## src/rtl/pipe_ctrl.sv

```systemverilog
// pipe_ctrl: pipeline stall/flush controller with registered mispredict redirect handshake
module pipe_ctrl (
  input  logic        clk,
  input  logic        rst,
  input  logic        rdy,
  input  logic        stallreq_if,
  input  logic        stallreq_id,
  input  logic        stallreq_mem,
  input  logic        br,
  input  logic [31:0] ex_jmp_addr,
  input  logic        redirect_ready,
  output logic [5:0]  stall,
  output logic        flush_if,
  output logic        redirect_valid,
  output logic [31:0] redirect_addr,
  output logic [31:0] stall_cycles,
  output logic [15:0] flush_count
);
  typedef enum logic [1:0] {RUN, REDIRECT, DRAIN} state_t;
  state_t      state_q, state_d;
  logic        redirect_valid_q, redirect_valid_d;
  logic [31:0] redirect_addr_q, redirect_addr_d;
  logic [31:0] stall_cycles_q, stall_cycles_d;
  logic [15:0] flush_count_q, flush_count_d;
  logic        accept;
  // stall priority, flush and next-state; everything freezes while rdy is low
  always_comb begin
    state_d          = state_q;
    redirect_valid_d = redirect_valid_q;
    redirect_addr_d  = redirect_addr_q;
    flush_count_d    = flush_count_q;
    accept = rst && rdy && state_q == RUN && br && !stallreq_mem;
    stall  = (!rst || !rdy) ? 6'b111111 :
             stallreq_mem   ? 6'b011111 :
             stallreq_id    ? 6'b000111 :
             (state_q == REDIRECT || stallreq_if) ? 6'b000011 : 6'b000000;
    flush_if = accept || (rst && state_q == DRAIN);
    stall_cycles_d = (rdy && stall != 6'b0 && stall_cycles_q != 32'hFFFFFFFF) ?
                     stall_cycles_q + 32'd1 : stall_cycles_q;
    if (rdy) begin
      case (state_q)
        RUN: if (accept) begin
          state_d          = REDIRECT;
          redirect_valid_d = 1'b1;
          redirect_addr_d  = ex_jmp_addr;
          flush_count_d    = flush_count_q + 16'd1;
        end
        REDIRECT: if (redirect_ready) begin
          state_d          = DRAIN;
          redirect_valid_d = 1'b0;
        end
        default: state_d = RUN;
      endcase
    end
  end
  // state and counter registers, cleared asynchronously by reset
  always_ff @(posedge clk or negedge rst) begin
    if (!rst) begin
      state_q          <= RUN;
      redirect_valid_q <= 1'b0;
      redirect_addr_q  <= 32'h0;
      stall_cycles_q   <= 32'h0;
      flush_count_q    <= 16'h0;
    end else begin
      state_q          <= state_d;
      redirect_valid_q <= redirect_valid_d;
      redirect_addr_q  <= redirect_addr_d;
      stall_cycles_q   <= stall_cycles_d;
      flush_count_q    <= flush_count_d;
    end
  end
  assign redirect_valid = redirect_valid_q;
  assign redirect_addr  = redirect_addr_q;
  assign stall_cycles   = stall_cycles_q;
  assign flush_count    = flush_count_q;
endmodule

```

## config.mk

```make
export PLATFORM = sky130hd
export DESIGN_NAME = pipe_ctrl
export DESIGN_NICKNAME = d
export VERILOG_FILES = /design/src/rtl/pipe_ctrl.sv
export SDC_FILE = /design/constraint.sdc
export NUM_CORES = 1
export LEC_CHECK = 0
export CORE_MARGIN = 4
export CORE_UTILIZATION = 55
export DETAILED_ROUTE_END_ITERATION = 10
export DONT_BUFFER_PORTS = 1
export PLACE_DENSITY = 0.7
export SLEW_MARGIN = 20
export SYNTH_ARGS = -nofsm -noshare
export SYNTH_HDL_FRONTEND = slang
export SYNTH_SLANG_ARGS = --single-unit
```

## constraint.sdc

```tcl
create_clock -name clk -period 2.45 [get_ports clk]
set_input_delay 0.6125 -clock clk [delete_from_list [all_inputs] [get_ports clk]]
set_output_delay 0.6125 -clock clk [all_outputs]
set_load 0.1 [all_outputs]
```

==> Word level (Yosys, flattened, before mapping) <==
Index checks and enable logic that the tools add are counted.
{ "word_totals": {"regBits": 83, "latch_bits": 0, "mem_bits_rw": 0, "mem_bits_ro": 0, "inputBits": 40, "out_inout_bits": 88, "wordCells": 41, "mem_count": 0} }
{ "op_classes": {"addsub": 2, "n_mul": 0, "div": 0, "magnitude_cmp": 0, "n_eq_ne": 5, "shift": 0, "muxes": 10, "bitwise_logic": 0, "reduce_logical": 19} }
{ "ops": {"columns": ["op", "count"], "rows": [
  ["adder 32 x 1 -> 32 bit (second input constant)", 1],
  ["inequality test 32 bit (second input constant)", 1],
  ["adder 16 x 1 -> 16 bit (second input constant)", 1],
  ["logical AND 1 bit", 7],
  ["2-to-1 mux 2 bit", 3],
  ["2-to-1 mux 6 bit", 1],
  ["AND reduction 3 bit", 2],
  ["nonzero test 6 bit", 1],
  ["2-to-1 mux 5 bit", 1],
  ["inequality test 2 bit (second input constant)", 2],
  ["case mux 2 bit (2 select lines)", 1],
  ["AND reduction 4 bit", 1],
  ["logical NOT 1 bit", 3],
  ["logical OR 1 bit", 3],
  ["2-to-1 mux 3 bit", 1],
  ["== test 2 x 1 -> 1 bit (second input constant)", 1],
  ["== test 2 bit (second input constant)", 1],
  ["logical NOT 2 bit", 1],
  ["2-to-1 mux 1 bit", 2],
  ["case mux 1 bit (2 select lines)", 1],
  ["nonzero test 2 bit", 1]
]} }

==> Logic depth before layout (Yosys ltp) <==
Gate-level depths: netlist (run 1).
{ "logic_depth": {"ltp_word": 9, "depth_mapped": 8, "depth_no_buf": 6} }

==> Least setup slack after synthesis (run 1) <==
No wires, ideal clock.
{ "synth_path": {"path_type": "input to output", "from": "in stallreq_mem", "to": "out stall[1]", "t_arrival_ns": 3.634, "required_ns": 1.837, "setup_slack_ns": -1.797, "stages": 4, "path_buffers": 1, "path_cell_list": "nand3b_1 or2_2 or3_1 buf_4"} }
{ "synth_between": {"elab_chain_len": 2} }
{ "synth_lines": {"columns": ["element", "line_no", "source"], "rows": [
  ["start: declaration", "8", "input logic stallreq_mem,"],
  ["2-to-1 mux 5 bit", "34", "stallreq_mem ? 6'b011111 :"],
  ["2-to-1 mux 6 bit", "33", "stall = (!rst || !rdy) ? 6'b111111 :"],
  ["end: declaration", "12", "output logic [5:0] stall,"]
]} }
Every way passes these cells.

==> Worst setup path in the final report (run 1) <==
Same ends and word-level chain as after synthesis.

==> summary.txt, run 1 <==
Outcome
  – Status: finished, violations left
  – Failing checks: negative hold slack

Power and ir drop
  – PwrDens: 1120 mW/mm²
  – Lkg Pwr: 2.39 nW
  – Pwr Total: 5.37 mW
  – Int Pwr: 2.60 mW
  – P_sw: 2.77 mW
  – Clock Power Share: 19.0%
  – Combinational power share: 48.7%
  – Sw frac: 51.5%
  – Sequential power share: 32.3%
  – Worst VDD drop: 0.968 mV

STA
  – Clock skew: 0.0126 ns
  – Slew @ Worst Pin: 0.643 ns
  – Hold slack: -0.0472 ns
  – Endpoints failing hold: 83
  – Setup TNS: 0 ns
  – Final setup fails: 0
  – Final Max Slew Viols: 0
  – Achievable Freq: 0.425 GHz
  – Fin crit share: 96.1%
  – Post-route minimum period: 2.36 ns
  – RSZ-0062 raised after global routing: no
  – Max-slew headroom: 57.0%

Floorplan
  – CORE AREA: 0.00646 mm²
  – Initial cell density of the core: 57.5%
  – Die area: 0.00813 mm²
  – Die X: 90.1 µm
  – Num rows: 29
  – I/O pin total: 128
  – Die H: 90.1 µm

Synthesis
  – Main synth FF type: dfrtp_1
  – Mapped Cells: 376
  – Unique masters post-synth: 39
  – Post-synth ARST share: 100%
  – Mapped Avg Cell Area: 9.87 µm²
  – Sequential area share after synthesis: 56.0%
  – Synthesized flop and latch total: 83
  – Synthesized Nets: 418
  – Synth warnings: 0
  – Number of synthesized flops with an enable pin: 0
  – Mapped Area: 0.00371 mm²

Worst setup path
  – CP required: 1.84 ns
  – RR Startpoint: stall_cycles[8]
  – CP startpoint: stallreq_mem
  – Kind of critical path: in2out
  – Crit path capture type: output port
  – Crit path launch type: input port
  – Worst endpoint data arrival time: 1.74 ns
  – Max FO, Critical Path: 5
  – Worst r2r path cells: 5

Cells and area
  – Layout net count: 515
  – Synth-to-layout area growth: 29.3%
  – Post-route cell area: 0.00480 mm²
  – FF+latch area: 0.00208 mm²
  – Layout cells sized above 1: 27.8%
  – Fillers: 462
  – Multi-input combinational cell area: 0.00158 mm²

Place
  – HPWL Detailed: 6710 µm
  – Gpl congestion: 0.864
  – Placed Area: 0.00458 mm²
  – Port Buffer Count: 0

Clocking
  – CTS Sinks: 83
  – Clock root buffer: clkbuf_8
  – Post CTS Setup Buffer Count: 0
  – Clock-pin transition on the worst setup and hold timing paths: 0.09 ns
  – Post-CTS Resized: 0
  – Htree depth: 3
  – CTS Buf Count: 9
  – Clk_lat worst skew: 0.35 ns
  – Clk buf depth: 2
  – CTS tree: done

Hold path
  – Hold Crit Class: in2async

Global routing
  – Gr ovfl total: 0
  – Global Route Usage Sum: 22.3%
  – Vias in the first global route: 2,973
  – Initial antenna violation count: 0
  – First-pass GRT wire length: 14,800 µm
  – Largest net degree at the start of global routing: 87

Route
  – WL/cell: 16.1 µm
  – ANT nets after route: 0
  – DRC Markers: 0
  – Pre-antenna DRT Iters: 4
  – Vias per inst: 5.31
  – Vias after detailed routing: 2,953
  – Final WL: 8970 µm
  – Initial DRC count: 130

Flow run
  – Max-cap violations: 0
-- routing by layer --
| metal | track usage (%) | up-vias | routed length [µm] | part of all wire (%) |
|---|---|---|---|---|
| met5 | 0 | - | 0 | 0 |
| met4 | 8.67 | 0 | 116 | 1.3 |
| met3 | 6.93 | 12 | 654 | 7.3 |
| met2 | 37.0 | 94 | 4530 | 51 |
| met1 | 27.3 | 1400 | 3660 | 41 |
| li1 | - | 1447 | - | - |
-- worst paths after layout --
kind | endpoint | slack [ns]
max | stall[1] | 0.09
min | redirect_addr[10] | -0.05
max reg2reg | stall_cycles[29] | 0.25
min reg2reg | flush_count[15] | 0.48
max in group asynchronous | stall_cycles[17] | 2.37
min in group clk | state_q[1] | 0.36
-- critical path, stage by stage --
cell and delay [ns]:
nand3b_1 0.22, or2_4 0.30, or3_4 0.40, buf_12 0.20
-- state kept, by name, summed over array words and instances (netlist names) --
name            cells
flush_count        16
redirect_addr      32
redirect_valid      1
stall_cycles       32
state_q             2
-- metrics by stage --
stage | instances | hold slack [ns] | setup WS, ns | utilization (%)
after global routing | 555 | -0.0780 | 0.0433 | 74.2
after global placement | 539 | 0.319 | 0.137 | 70.8
after CTS | 555 | -0.0607 | 0.0989 | 74.1
final | 556 | -0.0472 | 0.0944 | 74.3
after floorplan | 376 | 0.317 | -1.22 | -
after detailed placement | 539 | 0.319 | 0.0768 | 70.8
-- synth_stat cells (2+ instances only) --
library cell | instances | area share (%)
nand2_1 | 120 | 12
dfrtp_1 | 83 | 56
xnor2_1 | 28 | 6.6
nand3_1 | 22 | 3.0
nand4_1 | 15 | 2.5
xor2_1 | 15 | 3.5
nor2_1 | 13 | 1.3
nor3_1 | 9 | 1.2
and3_1 | 8 | 1.3
inv_1 | 8 | 0.81
clkbuf_1 | 7 | 0.71
o21ai_0 | 4 | 0.54
and4_1 | 3 | 0.71
buf_4 | 3 | 0.61
nor4_1 | 3 | 0.51
a2111oi_4 | 2 | 1.5
a211oi_1 | 2 | 0.40
a21oi_1 | 2 | 0.27
buf_1 | 2 | 0.20
buf_2 | 2 | 0.27
ha_1 | 2 | 0.67
mux2_2 | 2 | 0.61
nor2b_1 | 2 | 0.34
or2_2 | 2 | 0.34
or3_1 | 2 | 0.34
or4_1 | 2 | 0.40
-- cells by family after synthesis --
kind of cell / Yosys count / synth area share (%)
adder cells (fa/ha/maj): 2 / 0.674
buffers and inverters: 22 / 2.60
XOR/XNOR: 43 / 10.1
AO/OA/AOI/OAI: 15 / 3.84
flip-flops: 83 / 56.0
AND/OR/NAND/NOR: 208 / 25.9
multiplexers: 3 / 0.877
-- power groups by stage --
stage	combinational, mW	clock, mW	sequential, mW
global route	2.70	1.11	1.76
finish	2.62	1.02	1.73
CTS	2.63	1.05	1.73
detailed placement	2.62	0	1.76
global placement	2.60	0	1.75
floorplan	0.334	0	3.50
-- final cells by class --
cell class	instances	share of cell area (%)
tap	77	2.01
antenna	1	0.0522
clock buffer	11	3.16
sequential	83	43.3
multi-input combinational	271	33.0
inverter	8	0.626
clock inverter	5	1.28
timing repair buffer	100	16.6
-- placed cells by master, fill, tap and decap left out, types with 2 or more instances in the layout --
cell type,count
nand3_1,22
or2_4,2
a211oi_1,2
inv_1,8
nor3_2,3
nand2_1,119
buf_4,97
xnor2_1,28
dfrtp_1,83
clkinv_4,3
ha_1,2
clkbuf_8,11
or4_1,2
a21oi_1,2
nor3_1,7
buf_12,2
nand4_1,15
a2111oi_4,2
xor2_1,15
nor2_1,12
mux2_2,2
and4_1,3
o21ai_0,3
nor4_1,3
and3_1,8
Note: power is estimated with default switching activity, not from simulation.
==> inputs of run 2 (changes only) <==
--- a/config.mk
+++ b/config.mk
@@ -5,11 +5,14 @@
 export SDC_FILE = /design/constraint.sdc
 export NUM_CORES = 1
 export LEC_CHECK = 0
+export CELL_PAD_IN_SITES_DETAIL_PLACEMENT = 1
+export CELL_PAD_IN_SITES_GLOBAL_PLACEMENT = 2
 export CORE_MARGIN = 4
-export CORE_UTILIZATION = 55
+export CORE_UTILIZATION = 37
 export DETAILED_ROUTE_END_ITERATION = 10
 export DONT_BUFFER_PORTS = 1
-export PLACE_DENSITY = 0.7
+export GPL_TIMING_DRIVEN = 0
+export PLACE_DENSITY_LB_ADDON = 0.1
 export SLEW_MARGIN = 20
 export SYNTH_ARGS = -nofsm -noshare
 export SYNTH_HDL_FRONTEND = slang
==> summary.txt, run 2 (synthesis results as in run 1) <==
Place
  – Placed insts: 511 (was 539)
  – Post-Place Setup Slack: -0.975 ns (was 0.0768 ns)
  – Gpl congestion: 0.772 (was 0.864)
  – Placed Area: 0.00396 mm² (was 0.00458 mm²)
  – HPWL Detailed: 6890 µm (was 6710 µm)
  – Port Buffer Count: 0 (unchanged)

Route
  – DRC Markers: 0 (unchanged)
  – Final WL: 9990 µm (was 8970 µm)
  – Vias per inst: 5.17 (was 5.31)
  – Initial DRC count: 106 (was 130)
  – Pre-antenna DRT Iters: 6 (was 4)
  – Vias after detailed routing: 2,808 (was 2,953)
  – ANT nets after route: 0 (unchanged)
  – WL/cell: 18.4 µm (was 16.1 µm)

Global routing
  – Largest net degree at the start of global routing: 87 (unchanged)
  – Vias in the first global route: 2,899 (was 2,973)
  – Gr ovfl total: 0 (unchanged)
  – Initial antenna violation count: 1 (was 0)
  – First-pass GRT wire length: 15,700 µm (was 14,800 µm)
  – Global Route Usage Sum: 17.2% (was 22.3%)

Floorplan
  – Die X: 108 µm (was 90.1 µm)
  – CORE AREA: 0.00977 mm² (was 0.00646 mm²)
  – Num rows: 36 (was 29)
  – Die H: 108 µm (was 90.1 µm)
  – Initial cell density of the core: 38.0% (was 57.5%)
  – Die area: 0.0117 mm² (was 0.00813 mm²)
  – I/O pin total: 128 (unchanged)

STA
  – Final setup fails: 1 (was 0)
  – Post-route minimum period: 2.63 ns (was 2.36 ns)
  – Achievable Freq: 0.381 GHz (was 0.425 GHz)
  – Final Max Slew Viols: 0 (unchanged)
  – Hold slack: -0.0596 ns (was -0.0472 ns)
  – Max-slew headroom: 31.2% (was 57.0%)
  – Slew @ Worst Pin: 1.03 ns (was 0.643 ns)
  – Clock skew: 0.00862 ns (was 0.0126 ns)
  – Endpoints failing hold: 83 (unchanged)
  – RSZ-0062 raised after global routing: yes (was no)
  – Final WS setup: -0.176 ns (was 0.0944 ns)
  – Fin crit share: 107% (was 96.1%)

Worst setup path
  – Worst endpoint data arrival time: 2.01 ns (was 1.74 ns)
  – R2R Path End: stall_cycles[25] (was stall_cycles[29])
  – Total stage count of the critical path: 4 (unchanged)
  – Crit path capture type: output port (unchanged)
  – R2r setup slk: 0.07 ns (was 0.25 ns)
  – CP startpoint: stallreq_mem (unchanged)
  – Max FO, Critical Path: 2 (was 5)
  – RR Startpoint: stall_cycles[5] (was stall_cycles[8])
  – CP required: 1.84 ns (about the same)
  – Kind of critical path: in2out (unchanged)
  – Top delay family on crit path: simple AND/OR/NAND/NOR gates (unchanged)
  – CP endpoint: stall[1] (unchanged)
  – CP cell instances: nand3b_1, or2_4, or3_4, buf_12 (unchanged)
  – CP Buf/Inv Count: 1 (unchanged)
  – Worst r2r path cells: 7 (was 5)
  – Largest stage delay on the critical path: 0.57 ns (was 0.40 ns)
  – Crit path launch type: input port (unchanged)
  – Slowest cell on the critical path: or3_4 (unchanged)

Cells and area
  – N_diodes: 0 (was 1)
  – Layout net count: 447 (was 515)
  – Fin cells: 543 (was 556)
  – Most common cell after layout, fill and taps aside: nand2_1 (unchanged)
  – Commonest cells after routing, fill and taps aside: nand2_1, dfrtp_1, xnor2_1 (was nand2_1, buf_4, dfrtp_1)
  – Layout cells sized above 1: 26.8% (was 27.8%)
  – Post-route cell area: 0.00455 mm² (was 0.00480 mm²)
  – Synth-to-layout area growth: 22.5% (was 29.3%)

Clocking
  – Clock-pin transition on the worst setup and hold timing paths: 0.09 ns (about the same)
  – Htree depth: 3 (unchanged)
  – CTS Sinks: 83 (unchanged)
  – Clk_lat worst skew: 0.36 ns (was 0.35 ns)
  – Clk buf depth: 2 (unchanged)
  – CTS Buf Count: 9 (unchanged)
  – Clock root buffer: clkbuf_8 (unchanged)
  – CTS tree: done (unchanged)

Power and ir drop
  – PwrDens: 1120 mW/mm² (about the same)
  – Lkg Pwr: 1.99 nW (was 2.39 nW)
  – Worst VDD drop: 0.788 mV (was 0.968 mV)

Outcome
  – Failing checks: negative hold slack, negative setup slack (was negative hold slack)
  – Status: finished, violations left (unchanged)

Hold path
  – Hold Crit Class: in2async (unchanged)

Flow run
  – Max-cap violations: 0 (unchanged)
-- run 2: changes by cell type in the layout (fill, tap and decap cells not counted), sizes merged --
cell	previous run	this run
buf	100	25
clkbuf	11	18
clkinv	4	0
clkinvlp	0	3
diode	1	0
inv	8	9
-- run 2: timing repair --
action / in CTS / in global routing
pin swaps: 9 / 1
endpoints found under the hold margin: 83 / 83
buffers inserted: 11 / 6
setup endpoints to repair: 38 / 23
resized for setup: 85 / 9
-- run 2: metrics by stage --
| step | util, % | power (mW) | setup TNS, ns |
|---|---|---|---|
| 2_1_floorplan | - | 3.83 | -29.34 |
| 3_3_place_gp | 40.2 | 3.97 | -63.96 |
| 3_5_place_dp | 40.5 | 4.00 | -25.63 |
| 4_1_cts | 45.8 | 5.10 | -0.167 |
| 5_1_grt | 46.5 | 5.27 | -0.199 |
| 6_report | 46.5 | 5.07 | -0.176 |
-- run 2: area by class of cell --
cell class              count  area, µm²
well taps                 133        166
fillers                  1089       5230
clock inverters             5       61.3
repair buffers             19        163
clock buffers              11        141
inverters                   8       30.0
plain buffers              13        114
multi-input cells         271       1700
flip-flops and latches     83       2180
-- run 2: worst min path at each step --
stage                     from                to  slack, ns
final                      rst   flush_count[12]      -0.06
after CTS                  rst   stall_cycles[0]      -0.08
after global routing       rst  redirect_addr[7]      -0.09
after detailed placement   rst   flush_count[12]       0.32
after global placement     rst   flush_count[13]       0.32
after floorplan            rst    flush_count[0]       0.32
-- run 2: metal layers --
metal  up-vias  GRT usage, %  wire (µm)
met2        92          27.8       4950
met3        19          6.09        832
li1       1305             -          -
met4         2          7.03        207
met5         -             0         13
met1      1390          20.9       3990
-- run 2: power breakdown --
part           leakage [nW]  total (mW)  switching, mW  internal (mW)
sequential             1.01        3.61           2.01           1.60
combinational         0.891       0.444          0.239          0.205
clock                0.0922        1.02          0.516          0.503
==> inputs of run 3 (changes only) <==
--- a/config.mk
+++ b/config.mk
@@ -9,6 +9,7 @@
 export CELL_PAD_IN_SITES_GLOBAL_PLACEMENT = 2
 export CORE_MARGIN = 4
 export CORE_UTILIZATION = 37
+export CTS_CLUSTER_DIAMETER = 30
 export DETAILED_ROUTE_END_ITERATION = 10
 export DONT_BUFFER_PORTS = 1
 export GPL_TIMING_DRIVEN = 0
==> results of run 3 <==
The final DEF is identical to that of run 2; final timing and power are the same.
